$ cat config.mk
export PLATFORM = sky130hd
export DESIGN_NAME = writeback_stage_flat
export DESIGN_NICKNAME = d
export VERILOG_FILES = /design/src/rtl/writeback_stage_pkg.sv /design/src/rtl/writeback_stage_if.sv /design/src/rtl/writeback_stage_load_extend.sv /design/src/rtl/writeback_stage.sv /design/src/flat_wrapper.sv
export SDC_FILE = /design/constraint.sdc
export NUM_CORES = 1
export LEC_CHECK = 0
export CORE_MARGIN = 1
export CORE_UTILIZATION = 41
export CTS_BUF_LIST = sky130_fd_sc_hd__clkbuf_8
export DETAILED_ROUTE_END_ITERATION = 8
export PLACE_DENSITY = 0.82
export SETUP_SLACK_MARGIN = 0.05
export SLEW_MARGIN = 20
export SYNTH_ARGS = -nofsm -noshare
export SYNTH_HDL_FRONTEND = slang
export SYNTH_SLANG_ARGS = --single-unit
$ cat constraint.sdc
create_clock -name clk -period 2.2 [get_ports clk]
set_clock_uncertainty 0.15 [all_clocks]
set_input_delay 0.44 -clock clk [delete_from_list [all_inputs] [get_ports clk]]
set_output_delay 0.44 -clock clk [all_outputs]
set_load 0.005 [all_outputs]
$ cat src/rtl/writeback_stage_pkg.sv
// Shared types and constants for the MEM->WB writeback stage.
package writeback_stage_pkg;

  // Writeback value source selected by ResultSrcM (2'b11 is reserved and behaves as ALU)
  typedef enum logic [1:0] {
    RES_ALU  = 2'b00,
    RES_LOAD = 2'b01,
    RES_PC4  = 2'b10
  } result_src_t;

  // Load width/sign encodings carried in funct3
  localparam logic [2:0] F3_LB  = 3'b000;
  localparam logic [2:0] F3_LH  = 3'b001;
  localparam logic [2:0] F3_LW  = 3'b010;
  localparam logic [2:0] F3_LBU = 3'b100;
  localparam logic [2:0] F3_LHU = 3'b101;

  // Writeback FSM: IDLE accepts work, WAIT holds a load until memory answers or times out
  typedef enum logic {
    IDLE = 1'b0,
    WAIT = 1'b1
  } wb_state_t;

endpackage

$ cat src/rtl/writeback_stage_if.sv
// Memory-stage inputs and writeback-stage outputs of the MEM->WB boundary.
interface writeback_stage_if;
  logic        RegWriteM;
  logic [1:0]  ResultSrcM;
  logic        MemReadM;
  logic [2:0]  funct3M;
  logic [4:0]  RdM;
  logic [31:0] ALUResultM;
  logic [31:0] PCPlus4M;
  logic [31:0] ReadDataM;
  logic        MemReadyM;
  logic        StallM;
  logic        RegWriteW;
  logic [4:0]  RdW;
  logic [31:0] ResultW;
  logic        LoadErrW;

  // Upstream pipeline / memory side: drives M signals, observes stall and W results
  modport master (
    output RegWriteM, ResultSrcM, MemReadM, funct3M, RdM, ALUResultM, PCPlus4M,
           ReadDataM, MemReadyM,
    input  StallM, RegWriteW, RdW, ResultW, LoadErrW
  );

  // Writeback stage side
  modport slave (
    input  RegWriteM, ResultSrcM, MemReadM, funct3M, RdM, ALUResultM, PCPlus4M,
           ReadDataM, MemReadyM,
    output StallM, RegWriteW, RdW, ResultW, LoadErrW
  );
endinterface

$ cat src/rtl/writeback_stage_load_extend.sv
// Combinational load-data extraction: picks the byte/half/word at the low
// address bits and sign- or zero-extends it, flagging misalignment and
// unsupported funct3 encodings.
module load_extend
  import writeback_stage_pkg::*;
(
  input  logic [2:0]  funct3,
  input  logic [1:0]  addr,
  input  logic [31:0] rdata,
  output logic [31:0] data,
  output logic        misalign,
  output logic        illegal
);

  logic [7:0]  byte_sel;
  logic [15:0] half_sel;

  // Lane select then extension according to the load type
  always_comb begin
    byte_sel = rdata[{addr, 3'b000} +: 8];
    half_sel = addr[1] ? rdata[31:16] : rdata[15:0];
    data     = '0;
    misalign = 1'b0;
    illegal  = 1'b0;
    case (funct3)
      F3_LB:  data = {{24{byte_sel[7]}}, byte_sel};
      F3_LBU: data = {24'b0, byte_sel};
      F3_LH: begin
        data     = {{16{half_sel[15]}}, half_sel};
        misalign = addr[0];
      end
      F3_LHU: begin
        data     = {16'b0, half_sel};
        misalign = addr[0];
      end
      F3_LW: begin
        data     = rdata;
        misalign = |addr;
      end
      default: illegal = 1'b1;
    endcase
  end

endmodule

$ cat src/rtl/writeback_stage.sv
// MEM->WB pipeline register and register-file write side. Loads that are
// not answered immediately stall the pipeline; a hung load is abandoned
// after MEM_TIMEOUT cycles and reported on LoadErrW.
module writeback_stage
  import writeback_stage_pkg::*;
#(
  parameter int MEM_TIMEOUT = 16
) (
  input logic              clk,
  input logic              rst,
  writeback_stage_if.slave wb
);

  localparam int              CNT_W     = $clog2(MEM_TIMEOUT);
  localparam logic [CNT_W-1:0] CNT_LIMIT = CNT_W'(MEM_TIMEOUT - 1);

  wb_state_t        state_q, state_d;
  logic [CNT_W-1:0] wait_cnt_q, wait_cnt_d;
  logic             reg_write_q, reg_write_d;
  logic [4:0]       rd_q, rd_d;
  logic [31:0]      result_q, result_d;
  logic             load_err_q, load_err_d;

  logic             stall_c;
  logic             capture_c;
  logic             timeout_c;
  logic             load_fault_c;
  logic [31:0]      ld_data;
  logic             ld_misalign;
  logic             ld_illegal;

  load_extend u_load_extend (
    .funct3  (wb.funct3M),
    .addr    (wb.ALUResultM[1:0]),
    .rdata   (wb.ReadDataM),
    .data    (ld_data),
    .misalign(ld_misalign),
    .illegal (ld_illegal)
  );

  // Load-wait sequencing: decides stall, capture or timeout this cycle
  always_comb begin
    state_d    = state_q;
    wait_cnt_d = wait_cnt_q;
    stall_c    = 1'b0;
    capture_c  = 1'b0;
    timeout_c  = 1'b0;
    case (state_q)
      IDLE: begin
        if (wb.MemReadM && !wb.MemReadyM) begin
          stall_c    = 1'b1;
          state_d    = WAIT;
          wait_cnt_d = CNT_W'(1);
        end else begin
          capture_c = 1'b1;
        end
      end
      WAIT: begin
        if (wb.MemReadyM) begin
          capture_c  = 1'b1;
          state_d    = IDLE;
          wait_cnt_d = '0;
        end else if (wait_cnt_q == CNT_LIMIT) begin
          timeout_c  = 1'b1;
          state_d    = IDLE;
          wait_cnt_d = '0;
        end else begin
          stall_c    = 1'b1;
          wait_cnt_d = wait_cnt_q + CNT_W'(1);
        end
      end
      default: begin
        state_d    = IDLE;
        wait_cnt_d = '0;
      end
    endcase
  end

  // Next W register contents: captured result, or a bubble while stalled/aborted
  always_comb begin
    load_fault_c = wb.MemReadM && (ld_misalign || ld_illegal);
    reg_write_d  = 1'b0;
    rd_d         = '0;
    result_d     = '0;
    load_err_d   = timeout_c;
    if (capture_c) begin
      reg_write_d = wb.RegWriteM && (wb.RdM != 5'd0) && !load_fault_c;
      rd_d        = wb.RdM;
      load_err_d  = load_fault_c;
      case (wb.ResultSrcM)
        RES_LOAD: result_d = ld_data;
        RES_PC4:  result_d = wb.PCPlus4M;
        default:  result_d = wb.ALUResultM;
      endcase
    end
  end

  // FSM state, wait counter and registered W outputs
  always_ff @(posedge clk or posedge rst) begin
    if (rst) begin
      state_q     <= IDLE;
      wait_cnt_q  <= '0;
      reg_write_q <= 1'b0;
      rd_q        <= '0;
      result_q    <= '0;
      load_err_q  <= 1'b0;
    end else begin
      state_q     <= state_d;
      wait_cnt_q  <= wait_cnt_d;
      reg_write_q <= reg_write_d;
      rd_q        <= rd_d;
      result_q    <= result_d;
      load_err_q  <= load_err_d;
    end
  end

  // Stall is combinational so upstream freezes in the same cycle; reset overrides it
  assign wb.StallM    = stall_c && !rst;
  assign wb.RegWriteW = reg_write_q;
  assign wb.RdW       = rd_q;
  assign wb.ResultW   = result_q;
  assign wb.LoadErrW  = load_err_q;

endmodule

$ cat src/flat_wrapper.sv
// flat-port wrapper written by rule: the top's interface ports become plain ports
module writeback_stage_flat import writeback_stage_pkg::*;
#(
  parameter int MEM_TIMEOUT = 16
)
  (clk, rst, wb_RegWriteM, wb_ResultSrcM, wb_MemReadM, wb_funct3M, wb_RdM, wb_ALUResultM, wb_PCPlus4M, wb_ReadDataM, wb_MemReadyM, wb_StallM, wb_RegWriteW, wb_RdW, wb_ResultW, wb_LoadErrW);
  writeback_stage_if wb_i ();
  input logic clk;
  input logic rst;
  input wire logic [$bits(wb_i.RegWriteM)-1:0] wb_RegWriteM;
  input wire logic [$bits(wb_i.ResultSrcM)-1:0] wb_ResultSrcM;
  input wire logic [$bits(wb_i.MemReadM)-1:0] wb_MemReadM;
  input wire logic [$bits(wb_i.funct3M)-1:0] wb_funct3M;
  input wire logic [$bits(wb_i.RdM)-1:0] wb_RdM;
  input wire logic [$bits(wb_i.ALUResultM)-1:0] wb_ALUResultM;
  input wire logic [$bits(wb_i.PCPlus4M)-1:0] wb_PCPlus4M;
  input wire logic [$bits(wb_i.ReadDataM)-1:0] wb_ReadDataM;
  input wire logic [$bits(wb_i.MemReadyM)-1:0] wb_MemReadyM;
  output wire logic [$bits(wb_i.StallM)-1:0] wb_StallM;
  output wire logic [$bits(wb_i.RegWriteW)-1:0] wb_RegWriteW;
  output wire logic [$bits(wb_i.RdW)-1:0] wb_RdW;
  output wire logic [$bits(wb_i.ResultW)-1:0] wb_ResultW;
  output wire logic [$bits(wb_i.LoadErrW)-1:0] wb_LoadErrW;
  assign wb_i.RegWriteM = wb_RegWriteM;
  assign wb_i.ResultSrcM = wb_ResultSrcM;
  assign wb_i.MemReadM = wb_MemReadM;
  assign wb_i.funct3M = wb_funct3M;
  assign wb_i.RdM = wb_RdM;
  assign wb_i.ALUResultM = wb_ALUResultM;
  assign wb_i.PCPlus4M = wb_PCPlus4M;
  assign wb_i.ReadDataM = wb_ReadDataM;
  assign wb_i.MemReadyM = wb_MemReadyM;
  assign wb_StallM = wb_i.StallM;
  assign wb_RegWriteW = wb_i.RegWriteW;
  assign wb_RdW = wb_i.RdW;
  assign wb_ResultW = wb_i.ResultW;
  assign wb_LoadErrW = wb_i.LoadErrW;
  writeback_stage #(.MEM_TIMEOUT(MEM_TIMEOUT)) u_core (.clk(clk), .rst(rst), .wb(wb_i));
endmodule
==> parameters.txt, run 1 <==
Parameter                              Value

Status
  Status ... complete, no violations

Synthesis
  Synthesis warning total ... 0
  Post-synthesis cell type with the largest combined area ... dfrtp_1
  Number of register bits inferred by synthesis ... 44
  Number of flops mapped to enable cells by yosys ... 0
  Adder and majority gate portion of the synthesized area ... 1.323%
  Area share of the largest cell type after synthesis ... 38.82%
  Fraction of the mapped netlist area in compound gates ... 34.85%
  Mean post-synth cell area ... 9.487 um^2
  Share of synthesized flip-flops with an asynchronous set or reset ... 100.0%
  Synth cell count leaders ... dfrtp_1, nand2_1, o21ai_0, a211oi_1, a21boi_0
  Post-synth top flop ... dfrtp_1
  Portion of netlist area occupied by mux cells ... 4.058%
  Most frequent cell after synthesis ... dfrtp_1
  Leading cell types by total area after synthesis ... dfrtp_1, a211oi_1, a221oi_2
  Post-Synthesis Net Count ... 413
  Mapped Area ... 2836 um^2
  Sequential share of the synthesized area ... 38.82%
  Post-synthesis simple-gate area fraction ... 14.20%
  Xor and xnor area share after synthesis ... 0.3088%
  Distinct cell type count after synthesis ... 50
  Synthesized netlist cell count ... 299
  Dominant combinational cell family by area after synthesis ... compound AO/OA/AOI/OAI gates

GRT
  First-pass GRT wire length ... 16,260 um
  Maximum number of pins on one net before global-route repair ... 45
  Vias in the first global route ... 3,343
  Antenna violations before repair ... 0
  Global-route total usage across every layer ... 28.93%
  Global route overflow ... 0

Floorplanning
  Chip Height ... 85.18 um
  Initial standard-cell utilization of the core ... 43.67%
  Core footprint ... 6495 um^2
  Std-Cell Rows ... 29
  Die X ... 85.18 um
  Die Outline Area ... 7255 um^2
  Number of top-level pins ... 151

Worst setup path
  CP Data Arrival Time ... 2.14 ns
  Slowest cell delay on critical path ... 0.60 ns
  Critical path capture point type ... register
  Crit path buffers/inverters ... 2
  Maximum fanout encountered on the critical timing path ... 8
  Category of the worst setup path launch point ... primary input
  Category of the critical setup timing path ... in -> reg
  Reg2reg setup slack ... 0.73 ns
  Series of cell instances along the critical path ... clkdlybuf4s50_1 > or2b_1 > o21ai_1 > a311oi_4 > clkbuf_16 > a221oi_2
  Gate family responsible for the most delay along the worst path ... buffers and inverters
  Required time of the worst setup path ... 2.22 ns
  Critical-path cell with the highest stage delay ... clkdlybuf4s50_1

Timing
  Minimum period implied by the final worst setup slack ... 2.120 ns
  RSZ-0062 raised after global routing ... true
  Rel. slew slack ... 56.16%
  Setup violation total in the final timing report ... 0
  Pins over their slew limit ... 0
  Worst hold slack after final layout ... 0.3509 ns
  Worst-margin pin slew ... 0.6552 ns
  Final Hold Viols ... 0
  Highest attainable clock frequency ... 0.4717 GHz
  Final cycle utilization of the critical path ... 96.36%

Finish
  Core utilization of the finished layout ... 74.65%
  Layout Cells excl Fill ... 553
  Share of cells above drive strength 1 ... 17.65%
  Syn-to-layout area delta ... 70.93%
  Nets@finish ... 589
  Count of antenna diodes in the layout ... 0

Routing
  First DRT Iteration DRCs ... 262
  Total routed wirelength ... 10,290 um
  Antenna violation net count after detailed routing ... 0
  Total vias in the final route ... 3,212
  DRC ... 0
  First-pass DRT Iterations ... 4
  Per-cell routed wire length ... 18.60 um
  Detailed-route vias per instance ... 5.808

Placement
  Cell count after placement ... 539
  HPWL after detailed placement ... 7726 um
  Quantity of I/O buffers inserted on ports ... 150
  Final GP Congestion ... 0.9009

Power and ir drop
  Static power due to leakage ... 2.014 nW
  Worst vdd ir ... 278.5 uV
  Areal power density over the cells ... 496.8 nW/um^2
  Total design power ... 2.409 mW

CTS
  Clock tree from TritonCTS ... yes
  Hold-fix buffers, CTS ... 0
  Cts bufs inserted ... 5
  Root Driver ... clkbuf_8
  H-tree depth ... 2
  Number of clock sinks seen by CTS ... 44
  Worst-case clock buffer depth ... 2
  Clock latency on the worst-skew pair ... 0.29 ns
  Clock transition time at the flip-flop clock pins of the worst setup and hold paths ... 0.08 ns

Flow run
  Max-cap viol count ... 0

Worst hold path
  Worst min path class ... reg -> reg
[layout by cell type (no fill, tap or decap), drive strengths merged, types with 6 or more instances in the layout]
cell type	instances
and2	7
a221oi	16
nand2	32
o32ai	7
o22ai	10
a222oi	7
nor2	9
mux2i	10
inv	14
clkbuf	7
a211oi	22
a21oi	6
nor3	7
dfrtp	44
buf	43
o21ai	28
clkdlybuf4s50	146
a21boi	16
[where the power goes]
part	internal [mW]	switching (mW)	total, mW
registers	0.897	0.0345	0.932
logic	0.551	0.400	0.952
clock network	0.247	0.278	0.525
[logic make-up (layout without fill, tap and decap cells)]
kind of cell | Yosys count | count (layout)
AO/OA/AOI/OAI | 123 | 123
AND/OR/NAND/NOR | 79 | 79
flip-flops | 44 | 44
buffers and inverters | 38 | 215
multiplexers | 11 | 11
adder cells (fa/ha/maj) | 3 | 3
XOR/XNOR | 1 | 1
[cell type report]
| type | instances | area (um^2) |
|---|---|---|
| Clock buffer | 6 | 82.58 |
| Clock inverter | 2 | 7.507 |
| Fill cell | 479 | 1647 |
| Inverter | 13 | 52.55 |
| Multi-Input combinational cell | 217 | 1602 |
| Sequential cell | 44 | 1102 |
| Tap cell | 77 | 96.34 |
| Timing Repair Buffer | 194 | 1906 |
[per-layer routing]
metal	vias up	track usage (%)	share of wire (%)
li1	1501	-	-
met1	1502	35.12	39
met2	182	49.78	49
met3	27	7.296	8.6
met4	0	10.32	3.1
met5	-	0	0
[final timing paths]
| path | start | endpoint | cells after the start |
|---|---|---|---|
| max in group asynchronous | rst | u_core.state_q$_DFF_PP0_ | 3 |
| worst max-delay path | wb_funct3M[1] | u_core.wb.ResultW[22]$_DFF_PP0_ | 6 |
| worst min register to register | u_core.wait_cnt_q[3]$_DFFE_PP0P_ | u_core.wait_cnt_q[3]$_DFFE_PP0P_ | 1 |
| worst min-delay path | u_core.wait_cnt_q[3]$_DFFE_PP0P_ | u_core.wait_cnt_q[3]$_DFFE_PP0P_ | 1 |
| min in group asynchronous | rst | u_core.wait_cnt_q[0]$_DFFE_PP0P_ | 3 |
| worst max register to register | u_core.state_q$_DFF_PP0_ | u_core.wb.ResultW[7]$_DFF_PP0_ | 3 |
[flip-flops by register name (all words and copies together) (netlist names)]
name                 cells
u_core.wb.RdW            5
u_core.wb.RegWriteW      1
u_core.wb.ResultW       32
u_core.wait_cnt_q        4
u_core.state_q           1
u_core.wb.LoadErrW       1
[through the flow]
stage                     cell area [um^2]  setup WS (ns)  setup TNS [ns]
after floorplan                       2840         0.2091               0
after global placement                4639        -0.2708          -5.045
after detailed placement              4639        -0.3425          -6.244
after CTS                             4770        0.06349               0
after global routing                  4848        0.03465               0
final                                 4848        0.08002               0
[timing repair]
| action | CTS | global route |
|---|---|---|
| setup buffers | 5 | 0 |
| resized for setup | 5 | 13 |
| pin swaps | 1 | 1 |
| endpoints found under the setup margin | 2 | 9 |
| gates cloned | 0 | 1 |
(Power assumes the default switching activity.)
==> run 2: changes to the inputs <==
--- a/config.mk
+++ b/config.mk
@@ -6,10 +6,11 @@
 export NUM_CORES = 1
 export LEC_CHECK = 0
 export CORE_MARGIN = 1
-export CORE_UTILIZATION = 41
+export CORE_UTILIZATION = 40
 export CTS_BUF_LIST = sky130_fd_sc_hd__clkbuf_8
 export DETAILED_ROUTE_END_ITERATION = 8
-export PLACE_DENSITY = 0.82
+export GPL_TIMING_DRIVEN = 0
+export PLACE_DENSITY = 0.81
 export SETUP_SLACK_MARGIN = 0.05
 export SLEW_MARGIN = 20
 export SYNTH_ARGS = -nofsm -noshare
==> parameters.txt, run 2 (synthesis gave the netlist of run 1 again) <==
Parameter                              Value

Timing
  Pins over their slew limit ... 0 (unchanged)
  Worst hold slack after final layout ... 0.3228 ns (was 0.3509 ns)
  Worst-margin pin slew ... 0.6311 ns (was 0.6552 ns)
  Highest attainable clock frequency ... 0.4642 GHz (was 0.4717 GHz)
  Final WS setup ... 0.04597 ns (was 0.08002 ns)
  Final Hold Viols ... 0 (unchanged)
  RSZ-0062 raised after global routing ... true (unchanged)
  Final setup TNS ... 0 ns (unchanged)
  Rel. slew slack ... 57.77% (was 56.16%)
  Final cycle utilization of the critical path ... 97.91% (was 96.36%)
  Minimum period implied by the final worst setup slack ... 2.154 ns (was 2.120 ns)
  Setup violation total in the final timing report ... 0 (unchanged)

Flow run
  Max-cap viol count ... 0 (unchanged)

CTS
  Clock latency on the worst-skew pair ... 0.30 ns (was 0.29 ns)
  Worst-case clock buffer depth ... 2 (unchanged)
  Clock tree from TritonCTS ... yes (unchanged)
  Clock transition time at the flip-flop clock pins of the worst setup and hold paths ... 0.09 ns (was 0.08 ns)
  Hold-fix buffers, CTS ... 0 (unchanged)
  Root Driver ... clkbuf_8 (unchanged)
  Cts bufs inserted ... 5 (unchanged)
  Number of clock sinks seen by CTS ... 44 (unchanged)
  H-tree depth ... 2 (unchanged)

Floorplanning
  Die X ... 86.21 um (was 85.18 um)
  Chip Height ... 86.21 um (was 85.18 um)
  Number of top-level pins ... 151 (unchanged)
  Initial standard-cell utilization of the core ... 41.52% (was 43.67%)
  Core footprint ... 6832 um^2 (was 6495 um^2)
  Die Outline Area ... 7432 um^2 (was 7255 um^2)
  Std-Cell Rows ... 30 (was 29)

Worst setup path
  CP Data Arrival Time ... 2.20 ns (was 2.14 ns)
  Category of the critical setup timing path ... in -> reg (unchanged)
  Category of the worst setup path launch point ... primary input (unchanged)
  Maximum fanout encountered on the critical timing path ... 10 (was 8)
  Required time of the worst setup path ... 2.25 ns (was 2.22 ns)
  Critical path capture point type ... register (unchanged)

GRT
  First-pass GRT wire length ... 16,040 um (was 16,260 um)
  Global-route total usage across every layer ... 28.33% (was 28.93%)
  Global route overflow ... 0 (unchanged)
  Antenna violations before repair ... 0 (unchanged)
  Vias in the first global route ... 3,238 (was 3,343)
  Maximum number of pins on one net before global-route repair ... 23 (was 45)

Placement
  HPWL after detailed placement ... 7585 um (was 7726 um)
  Quantity of I/O buffers inserted on ports ... 149 (was 150)
  Dpl cell area ... 4452 um^2 (was 4639 um^2)
  Final GP Congestion ... 0.8698 (was 0.9009)
  Cell count after placement ... 544 (was 539)
  Post-placement worst setup slack ... -1.089 ns (was -0.3425 ns)

Power and ir drop
  Worst vdd ir ... 277.7 uV (was 278.5 uV)
  Static power due to leakage ... 1.909 nW (was 2.014 nW)
  Areal power density over the cells ... 497.6 nW/um^2 (was 496.8 nW/um^2)
  Total design power ... 2.351 mW (was 2.409 mW)

Finish
  Most frequent standard cell in the layout excluding fill and tap cells ... clkdlybuf4s50_1 (unchanged)
  Count of antenna diodes in the layout ... 0 (unchanged)
  Commonest cells after routing, fill and taps aside ... clkdlybuf4s50_1, dfrtp_1, nand2_1 (was clkdlybuf4s50_1, dfrtp_1, buf_4)
  Syn-to-layout area delta ... 66.56% (was 70.93%)
  Layout Cells excl Fill ... 563 (was 553)
  Largest register FFs ... 32 (unchanged)
  # fillers ... 534 (was 479)
  Final design instance area without fill ... 4725 um^2 (was 4848 um^2)
  Multi-input combinational cell area ... 1622 um^2 (was 1602 um^2)
  Share of cells above drive strength 1 ... 14.78% (was 17.65%)
  Nets@finish ... 581 (was 589)
  FF/Latch Area ... 1101 um^2 (was 1102 um^2)
  Core utilization of the finished layout ... 69.16% (was 74.65%)

Worst hold path
  Worst min path class ... in -> async (was reg -> reg)

Routing
  Detailed-route vias per instance ... 5.796 (was 5.808)
  DRC ... 0 (unchanged)
  Per-cell routed wire length ... 18.89 um (was 18.60 um)
  Total vias in the final route ... 3,263 (was 3,212)
  Total routed wirelength ... 10,640 um (was 10,290 um)
  First-pass DRT Iterations ... 5 (was 4)
  Antenna violation net count after detailed routing ... 0 (unchanged)
  First DRT Iteration DRCs ... 264 (was 262)

Status
  Status ... complete, no violations (unchanged)
run 2: cell count changes in the layout (fill, tap and decap cells not counted), moves of 4 or more:
| cell | before | now |
|---|---|---|
| clkbuf_4 | 0 | 4 |
| buf_6 | 1 | 8 |
| buf_12 | 4 | 0 |
| clkbuf_2 | 0 | 7 |
| clkbuf_1 | 0 | 6 |
| buf_4 | 38 | 9 |
run 2: final timing paths:
check,slack [ns],from,cells past startpoint,endpoint
worst min-delay path,0.32,rst,3,u_core.wb.ResultW[31]$_DFF_PP0_
worst min register to register,0.38,u_core.wait_cnt_q[3]$_DFFE_PP0P_,1,u_core.wait_cnt_q[3]$_DFFE_PP0P_
min in group clk,0.38,u_core.wait_cnt_q[3]$_DFFE_PP0P_,1,u_core.wait_cnt_q[3]$_DFFE_PP0P_
worst max register to register,0.40,u_core.state_q$_DFF_PP0_,5,u_core.wb.ResultW[31]$_DFF_PP0_
max in group asynchronous,1.23,rst,2,u_core.wb.ResultW[1]$_DFF_PP0_
worst max-delay path,0.05,wb_funct3M[1],8,u_core.wb.ResultW[20]$_DFF_PP0_
run 2: where the power goes:
part / total, mW / leakage [nW] / internal (mW) / switching [mW]
Sequential: 0.931 / 0.573 / 0.897 / 0.0342
Clock: 0.494 / 0.0452 / 0.212 / 0.282
Combinational: 0.926 / 1.29 / 0.519 / 0.407
run 2: layer usage:
layer / vias up / track usage [%] / share of wire [%]
li1: 1475 / - / -
met1: 1548 / 34.54 / 40
met4: 0 / 11.67 / 2.7
met5: - / 0 / 0
met3: 29 / 7.238 / 9.7
met2: 211 / 47.76 / 48
run 2: area by class of cell:
type / instances / share of cell area (%)
clock inverters: 2 / 0.1854
flip-flops and latches: 44 / 23.31
plain buffers: 24 / 3.443
clock buffers: 5 / 1.457
repair inverters: 2 / 0.2648
inverters: 13 / 1.112
repair buffers: 160 / 33.37
well taps: 96 / 2.542
multi-input cells: 217 / 34.32
run 2: critical path, cell delays in order:
cell and delay [ns]:
clkdlybuf4s50_1 0.45, buf_6 0.16, or2_2 0.33, a21oi_2 0.16, a311oi_4 0.06, buf_4 0.17
buf_6 0.13, a221oi_1 0.29
run 2: timing repair:
item,in CTS,in global routing
pin swaps,3,6
setup endpoints to repair,33,33
gates resized for setup,17,26
setup buffers,8,2
cloned,3,0
